### src/rtl/wb_pkg.sv
// Shared Wishbone definitions for the CPU-side interconnect: widths, arbiter
// state encoding, master indices and request/response bundles.
package wb_pkg;

    localparam int AW_DEF = 32;
    localparam int DW_DEF = 32;

    localparam int GNT_I = 0;
    localparam int GNT_D = 1;

    typedef enum logic {
        ST_IDLE = 1'b0,
        ST_BUSY = 1'b1
    } arb_state_t;

    typedef struct packed {
        logic [AW_DEF-1:0]   addr;
        logic [DW_DEF-1:0]   wdata;
        logic [DW_DEF/8-1:0] sel;
        logic                we;
        logic                cyc;
        logic                stb;
    } wb_req_t;

    typedef struct packed {
        logic [DW_DEF-1:0] rdata;
        logic              ack;
        logic              err;
    } wb_rsp_t;

    function automatic logic wb_is_req(input logic cyc, input logic stb);
        return cyc & stb;
    endfunction

endpackage

### src/rtl/wb_rr_pick2.sv
// Two-way round-robin selector: a lone requester wins, a tie goes to the
// master that was not served last.
module wb_rr_pick2 (
    input  logic [1:0] req,
    input  logic       last,
    output logic       gnt,
    output logic       valid
);

    always_comb begin
        valid = |req;
        gnt   = 1'b0;
        case (req)
            2'b01:   gnt = 1'b0;
            2'b10:   gnt = 1'b1;
            2'b11:   gnt = ~last;
            default: gnt = 1'b0;
        endcase
    end

endmodule

### src/rtl/wb_arbiter2.sv
// Two-master (iwb/dwb) to one-slave Wishbone classic arbiter with round-robin
// grant, one transfer per grant and a bus-timeout watchdog.
module wb_arbiter2
    import wb_pkg::*;
#(
    parameter int AW      = AW_DEF,
    parameter int DW      = DW_DEF,
    parameter int TIMEOUT = 255
) (
    input  logic              clock,
    input  logic              reset,

    input  logic [AW-1:0]     io_iwb_addr,
    input  logic [DW-1:0]     io_iwb_wdata,
    input  logic [DW/8-1:0]   io_iwb_sel,
    input  logic              io_iwb_we,
    input  logic              io_iwb_cyc,
    input  logic              io_iwb_stb,
    output logic [DW-1:0]     io_iwb_rdata,
    output logic              io_iwb_ack,
    output logic              io_iwb_err,

    input  logic [AW-1:0]     io_dwb_addr,
    input  logic [DW-1:0]     io_dwb_wdata,
    input  logic [DW/8-1:0]   io_dwb_sel,
    input  logic              io_dwb_we,
    input  logic              io_dwb_cyc,
    input  logic              io_dwb_stb,
    output logic [DW-1:0]     io_dwb_rdata,
    output logic              io_dwb_ack,
    output logic              io_dwb_err,

    output logic [AW-1:0]     io_swb_addr,
    output logic [DW-1:0]     io_swb_wdata,
    output logic [DW/8-1:0]   io_swb_sel,
    output logic              io_swb_we,
    output logic              io_swb_cyc,
    output logic              io_swb_stb,
    input  logic [DW-1:0]     io_swb_rdata,
    input  logic              io_swb_ack,

    output logic [1:0]        io_grant
);

    localparam int TW = (TIMEOUT > 0) ? $clog2(TIMEOUT + 1) : 1;
    localparam logic [TW-1:0] TMO_LAST = (TIMEOUT > 0) ? TW'(TIMEOUT - 1) : '0;

    arb_state_t    state_reg, state_next;
    logic          grant_d_reg, grant_d_next;
    logic          last_d_reg, last_d_next;
    logic [TW-1:0] tmo_reg, tmo_next;

    logic [AW-1:0]   m_addr  [2];
    logic [DW-1:0]   m_wdata [2];
    logic [DW/8-1:0] m_sel   [2];
    logic            m_we    [2];
    logic            m_cyc   [2];
    logic            m_stb   [2];
    logic [DW-1:0]   m_rdata [2];
    logic            m_ack   [2];
    logic            m_err   [2];

    logic [1:0] req;
    logic       pick_gnt, pick_valid;
    logic       busy, gnt_cyc, tmo_hit;

    assign m_addr[GNT_I]  = io_iwb_addr;
    assign m_wdata[GNT_I] = io_iwb_wdata;
    assign m_sel[GNT_I]   = io_iwb_sel;
    assign m_we[GNT_I]    = io_iwb_we;
    assign m_cyc[GNT_I]   = io_iwb_cyc;
    assign m_stb[GNT_I]   = io_iwb_stb;
    assign m_addr[GNT_D]  = io_dwb_addr;
    assign m_wdata[GNT_D] = io_dwb_wdata;
    assign m_sel[GNT_D]   = io_dwb_sel;
    assign m_we[GNT_D]    = io_dwb_we;
    assign m_cyc[GNT_D]   = io_dwb_cyc;
    assign m_stb[GNT_D]   = io_dwb_stb;

    assign io_iwb_rdata = m_rdata[GNT_I];
    assign io_iwb_ack   = m_ack[GNT_I];
    assign io_iwb_err   = m_err[GNT_I];
    assign io_dwb_rdata = m_rdata[GNT_D];
    assign io_dwb_ack   = m_ack[GNT_D];
    assign io_dwb_err   = m_err[GNT_D];

    assign busy    = (state_reg == ST_BUSY);
    assign gnt_cyc = m_cyc[grant_d_reg];
    assign tmo_hit = (TIMEOUT != 0) && busy && (tmo_reg == TMO_LAST);

    // Responses go only to the owner, and never to a master that dropped cyc.
    for (genvar gi = 0; gi < 2; gi++) begin : g_master
        logic owns;
        assign req[gi]     = wb_is_req(m_cyc[gi], m_stb[gi]);
        assign owns        = busy && (grant_d_reg == 1'(gi));
        assign m_rdata[gi] = owns ? io_swb_rdata : '0;
        assign m_ack[gi]   = owns & m_cyc[gi] & io_swb_ack;
        assign m_err[gi]   = owns & m_cyc[gi] & ~io_swb_ack & tmo_hit;
    end

    wb_rr_pick2 u_pick (
        .req   (req),
        .last  (last_d_reg),
        .gnt   (pick_gnt),
        .valid (pick_valid)
    );

    // stb is dropped on the timeout cycle itself; gating on tmo_hit alone
    // keeps slave ack out of the stb path.
    always_comb begin
        io_swb_addr  = '0;
        io_swb_wdata = '0;
        io_swb_sel   = '0;
        io_swb_we    = 1'b0;
        io_swb_cyc   = 1'b0;
        io_swb_stb   = 1'b0;
        if (busy) begin
            io_swb_addr  = m_addr[grant_d_reg];
            io_swb_wdata = m_wdata[grant_d_reg];
            io_swb_sel   = m_sel[grant_d_reg];
            io_swb_we    = m_we[grant_d_reg];
            io_swb_cyc   = m_cyc[grant_d_reg];
            io_swb_stb   = m_stb[grant_d_reg] & ~tmo_hit;
        end
    end

    assign io_grant = busy ? (2'b01 << grant_d_reg) : 2'b00;

    always_comb begin
        state_next   = state_reg;
        grant_d_next = grant_d_reg;
        last_d_next  = last_d_reg;
        tmo_next     = tmo_reg;
        case (state_reg)
            ST_IDLE: begin
                if (pick_valid) begin
                    state_next   = ST_BUSY;
                    grant_d_next = pick_gnt;
                    tmo_next     = '0;
                end
            end
            ST_BUSY: begin
                if (io_swb_ack || !gnt_cyc || tmo_hit) begin
                    state_next  = ST_IDLE;
                    last_d_next = grant_d_reg;
                end else if (tmo_reg != {TW{1'b1}}) begin
                    tmo_next = tmo_reg + 1'b1;
                end
            end
            default: state_next = ST_IDLE;
        endcase
    end

    always_ff @(posedge clock) begin
        if (reset) begin
            state_reg   <= ST_IDLE;
            grant_d_reg <= 1'b0;
            last_d_reg  <= 1'b1;
            tmo_reg     <= '0;
        end else begin
            state_reg   <= state_next;
            grant_d_reg <= grant_d_next;
            last_d_reg  <= last_d_next;
            tmo_reg     <= tmo_next;
        end
    end

endmodule

### config.mk
export PLATFORM = sky130hd
export DESIGN_NAME = wb_arbiter2
export DESIGN_NICKNAME = d
export VERILOG_FILES = /design/src/rtl/wb_pkg.sv /design/src/rtl/wb_rr_pick2.sv /design/src/rtl/wb_arbiter2.sv
export SDC_FILE = /design/constraint.sdc
export NUM_CORES = 1
export LEC_CHECK = 0
export ABC_AREA = 1
export CORE_AREA = 2 2 123 125
export DETAILED_ROUTE_END_ITERATION = 12
export DIE_AREA = 0 0 125 127
export MAX_ROUTING_LAYER = met4
export PLACE_DENSITY = 0.55
export RECOVER_POWER = 100
export SYNTH_ARGS = -nofsm -noshare
export SYNTH_HDL_FRONTEND = slang
export SYNTH_SLANG_ARGS = --single-unit
### constraint.sdc
create_clock -name clock -period 3.2 [get_ports clock]
set_input_delay 0.64 -clock clock [delete_from_list [all_inputs] [get_ports clock]]
set_output_delay 0.64 -clock clock [all_outputs]
set_load 0.005 [all_outputs]
# Word level (Yosys, flattened, before mapping)
# Index checks and enable logic that the tools add are counted.
word_totals:
  regBits: 11
  elab_cells: 76
  input_bits: 177
  out_inout_bits: 141
classes:
  addsub: 1
  n_shift: 1
  order_cmp: 1
  n_eq_ne: 7
  n_mux: 35
  bitwise: 17
  reduce_logical: 10
op_table:
  columns: ["operator", "n"]
  rows:
  - ["32-bit two-way mux", 10]
  - ["8-bit two-way mux", 3]
  - ["4-bit two-way mux", 4]
  - ["8-bit one-hot mux with 2 select lines", 1]
  - ["1-bit two-way mux", 14]
  - ["1-bit bitwise AND", 11]
  - ["8-bit by 1-bit adder with 8-bit output (second input constant)", 1]
  - ["8-bit == test (second input constant)", 1]
  - ["8-bit inequality test (second input constant)", 1]
  - ["1-bit inverter", 5]
  - ["2-bit == test (second input constant)", 2]
  - ["2-bit inequality test (second input constant)", 2]
  - ["1-bit one-hot mux with 2 select lines", 2]
  - ["2-bit AND reduction", 2]
  - ["1-bit logical AND", 3]
  - ["3-bit AND reduction", 1]
  - ["2-bit >= comparator (second input constant)", 1]
  - ["1-bit logical OR", 2]
  - ["2-bit two-way mux", 1]
  - ["2-bit by 1-bit inequality test with 1-bit output (second input constant)", 1]
  - ["1-bit inverter with 2-bit output", 1]
  - ["2-bit OR reduction", 1]
  - ["1-bit by 1-bit << shifter with 2-bit output (first input constant)", 1]
  - ["1-bit logical NOT", 1]

# Logic depth before layout (Yosys ltp)
logic_depth:
  word_depth: 9
  mapped_depth: 11
  mapped_depth_nobuf: 11

# Cells and area by module
# A second synthesis with hierarchy kept.
unflattened:
  hier_cells: 318
  hier_area_um2: 1821.7
modules_own_cells:
  columns: ["module", "instances", "cells_per_inst", "area_each_um2"]
  rows:
  - ["wb_arbiter2", 1, 315, 1806.7]
  - ["wb_rr_pick2", 1, 3, 15.0]

# Worst setup path before layout
# No wires, ideal clock.
synth_timing:
  path_kind: "register -> output"
  start: "reg state_reg, in the netlist busy"
  end: "out io_swb_addr[0]"
  arrival_time_ns: 1.147
  t_required_ns: 2.560
  path_buffers: 1
  path_stages_with_launch: 5
  slack_ns: 1.413
  cell_sequence: "dfxtp_1 -> nand2_1 -> inv_2 -> clkbuf_1 -> a22o_1"
synth_via:
  elab_chain_cells: 1
synth_lines:
  columns: ["item", "line_no", "source"]
  rows:
  - ["from (decl)", "wb_arbiter2.sv:48", "arb_state_t state_reg, state_next;"]
  - ["from (signal assigned)", "wb_arbiter2.sv:161", "state_reg <= state_next;"]
  - ["32-bit two-way mux", "wb_arbiter2.sv:117", "if (busy) begin"]
  - ["to (decl)", "wb_arbiter2.sv:33", "output logic [AW-1:0] io_swb_addr,"]
# Every way passes these cells.

# Worst setup path after layout
layout_timing:
  start: "reg state_reg, in the netlist busy"
  end: "out io_iwb_rdata[7]"
layout_via:
  elab_chain_cells: 2
layout_lines:
  columns: ["item", "line_no", "source"]
  rows:
  - ["1-bit logical AND", "wb_arbiter2.sv:95", "assign owns = busy && (grant_d_reg == 1'(gi));"]
  - ["32-bit two-way mux", "wb_arbiter2.sv:96", "assign m_rdata[gi] = owns ? io_swb_rdata : '0;"]
  - ["to (decl)", "wb_arbiter2.sv:19", "output logic [DW-1:0] io_iwb_rdata,"]
# Every way passes these cells.

==> out/qor.csv <==
stage,metric,value,unit
layout,n_fill_cell,1519,
layout,final_nets,786,
synthesis,ys_types,19,
place,place.gp.congestion,0.881,
route,vias,3263,
timing,hold_viol,0,
synthesis,synthFlopType,dfxtp_1,
setup_path,path_common_cell,inv_1,
timing,finalSetupViolations,0,
setup_path,cp.required,2.56,ns
route,post-route-drc-count,0,
synthesis,synth_warnings,0,
place,portBuffers,317,
setup_path,worst-path-stages,5,
clock_network,cts_resized,0,
floorplan,top_level_ports,318,
min_path,hold_path.class,register to register,
setup_path,crit_fanout,32,
route,wl,14.9,mm
clock_network,cts_tree,built,
setup_path,crit_path_start,busy,
synthesis,yosys.area.top_type,a22o_1,
setup_path,endpoint,io_iwb_rdata[7],
synthesis,synthesis.area,1740,sq um
floorplan,die_h,127,um
layout,syn2layout_area_growth,197,%
clock_network,cts_setup_buffers,0,
route,drt_first_pass_iters,5,
setup_path,rr_worst_depth,9,
layout,final_core_util,35.9,%
synthesis,syn-num-nets,480,
synthesis,synth_edf_count,0,
timing,post-route-period-util,91.8,%
clock_network,path_clk_slew,0.04,ns
clock_network,cts_hold_buf,0,
grt,grt_usage,17.5,%
setup_path,crit_buf_inv,3,
power_and_ir_drop,leakagePower,2.49,nW
min_path,hold_depth,2,
synthesis,synth_area_leaders,"a22o_1, nor2_1, dfxtp_1",
layout,regArea,220,sq um
setup_path,cp-start-kind,register,
clock_network,cts_sinks,11,
timing,final.min_clock_period,2.94,ns
setup_path,worstSetupEndpointType,primary output,
floorplan,start_util,12.1,%
setup_path,reg2reg_from,tmo_reg[1],
setup_path,cpPeakStageDelay,0.72,ns
setup_path,crit_path_cell_trace,inv_1 -> nor2_4 -> inv_1 -> nor2_1 -> dlygate4sd3_1,
synthesis,synthCells,301,
layout,num_antenna_cells,0,
synthesis,avgSynthCellArea,5.78,sq um
grt,grt_pass1_vias,3272,
grt,grt-ovfl-total,0,
synthesis,synth_seq_cells,11,
floorplan,die_w,125,um
floorplan,die_area,15900,sq um
setup_path,critPathTopFamily,buffers and inverters,
setup_path,path_class,register to primary output,
setup_path,r2r_setup_slack,1.41,ns
grt,grt_pass1_wl,20.4,mm
layout,largest_register_ffs,8,
setup_path,r2r_end,tmo_reg[1],
flow_run,cap_violations,0,
clock_network,clock_latency,0.24,ns
route,drtAntennaViolNets,0,
synthesis,async_flop_share,0,%
power_and_ir_drop,vdd_drop_max,0.117,mV
floorplan,num_rows,44,
setup_path,cp.arrival,2.30,ns
setup_path,worst_path_max_delay_cell,inv_1,
timing,finalSetupTns,0,ns
clock_network,clockBufferDepth,2,
timing,slew_headroom,32.8,%
outcome,status,"complete, no violations",
clock_network,clockRootBuffer,clkbuf_16,
route,drt-initial-drc-count,135,
layout,drive_gt1_share,1.49,%
route,drt-vias-per-instance,4.13,
synthesis,yosysSeqAreaShare,12.7,%
timing,fmax,340,MHz
timing,finalMaxSlewViolations,0,
grt,antenna_found_initial,0,
layout,multiInputGateArea,1260,sq um
power_and_ir_drop,p_per_area,175,nW/um^2
place,hpwlAfterDp,13.3,mm
clock_network,htree_levels,1,
timing,worstMarginPinSlew,1.01,ns
clock_network,cts_buffers,3,
synthesis,synth_top_area_share,35.3,%
route,wl_per_cell,18.9,um
floorplan,core,14400,sq um
grt,grt_max_degree,71,
timing,worst_clock_skew,0.00237,ns
timing,grt_setup_unrepaired,false,
[worst min-delay path by stage]
stage          slack (ns)    endpoint       start
2_1_floorplan        0.45  last_d_reg  last_d_reg
3_5_place_dp         0.49  tmo_reg[3]  tmo_reg[3]
3_3_place_gp         0.46  last_d_reg  last_d_reg
5_1_grt              0.52  tmo_reg[3]  tmo_reg[3]
6_report             0.49  tmo_reg[3]  tmo_reg[3]
4_1_cts              0.50  tmo_reg[3]  tmo_reg[3]
[cell families (layout without fill, tap and decap cells)]
family	count (synthesis)	in the layout	synth area share, %
AO/OA/AOI/OAI	83	83	39.3
adder cells (fa/ha/maj)	2	2	1.44
buffers and inverters	66	371	14.4
flip-flops	11	11	12.7
AND/OR/NAND/NOR	139	139	32.2
[metal layers]
| metal | vias up | global-route usage, % | share of wire [%] |
|---|---|---|---|
| met4 | 0 | 1.76 | 0.95 |
| met3 | 7 | 2.14 | 5.6 |
| met5 | - | - | 0 |
| li1 | 1620 | - | - |
| met1 | 1461 | 18.9 | 37 |
| met2 | 175 | 35.2 | 57 |
[per-stage QoR]
stage	total power [mW]	hold WS, ns	instances	instance area [sq um]	setup slack, ns
floorplan	0.282	0.446	301	1740	1.41
global placement	0.710	0.457	786	5110	0.606
detailed placement	0.714	0.491	786	5110	0.607
CTS	0.948	0.496	790	5190	0.335
global route	0.954	0.518	790	5170	0.0919
finish	0.907	0.493	790	5170	0.261
[cells in the mapped netlist, types with 2 or more instances]
cell type  count
o21ai_0        4
ha_1           2
a22o_1        70
nor2_1        84
nand2_2        2
a21oi_1        7
buf_2          2
dfxtp_1       11
nand4_1        2
nand2_1       38
inv_1         44
nand3_1       10
inv_2          2
clkbuf_1      18
[worst reg2reg max path, stage by stage (launching register included)]
cell	delay [ns]
dfxtp_1	0.41
ha_1	0.20
nand2_1	0.05
nor2_1	0.14
nand2_1	0.12
nand3_1	0.22
nand2_1	0.17
nand2_1	0.21
nand2_1	0.09
a21oi_1	0.12
[cells in the final DEF, fill, tap and decap left out]
cell	count
clkbuf_1	1
a22o_1	70
nand3_1	11
nand2_1	40
a21boi_1	1
ha_1	2
o211ai_1	1
dlygate4sd3_1	130
inv_1	45
o21ai_0	4
nand4_1	2
buf_4	3
dfxtp_1	11
buf_12	1
clkbuf_16	3
a21oi_1	7
inv_2	1
clkdlybuf4s50_1	187
nor2_4	1
nor2_1	85
[report_power, final]
group	internal, mW	switching (mW)
Clock	0.168	0.0649
Sequential	0.141	0.00392
Combinational	0.339	0.190
[layout make-up]
class                   instances  share of cell area (%)
repair buffers                321                    62.2
multi-input cells             224                    24.3
well taps                     184                    4.45
flip-flops and latches         11                    4.26
inverters                      46                    3.34
clock buffers                   4                    1.52
(Power assumes the default switching activity.)
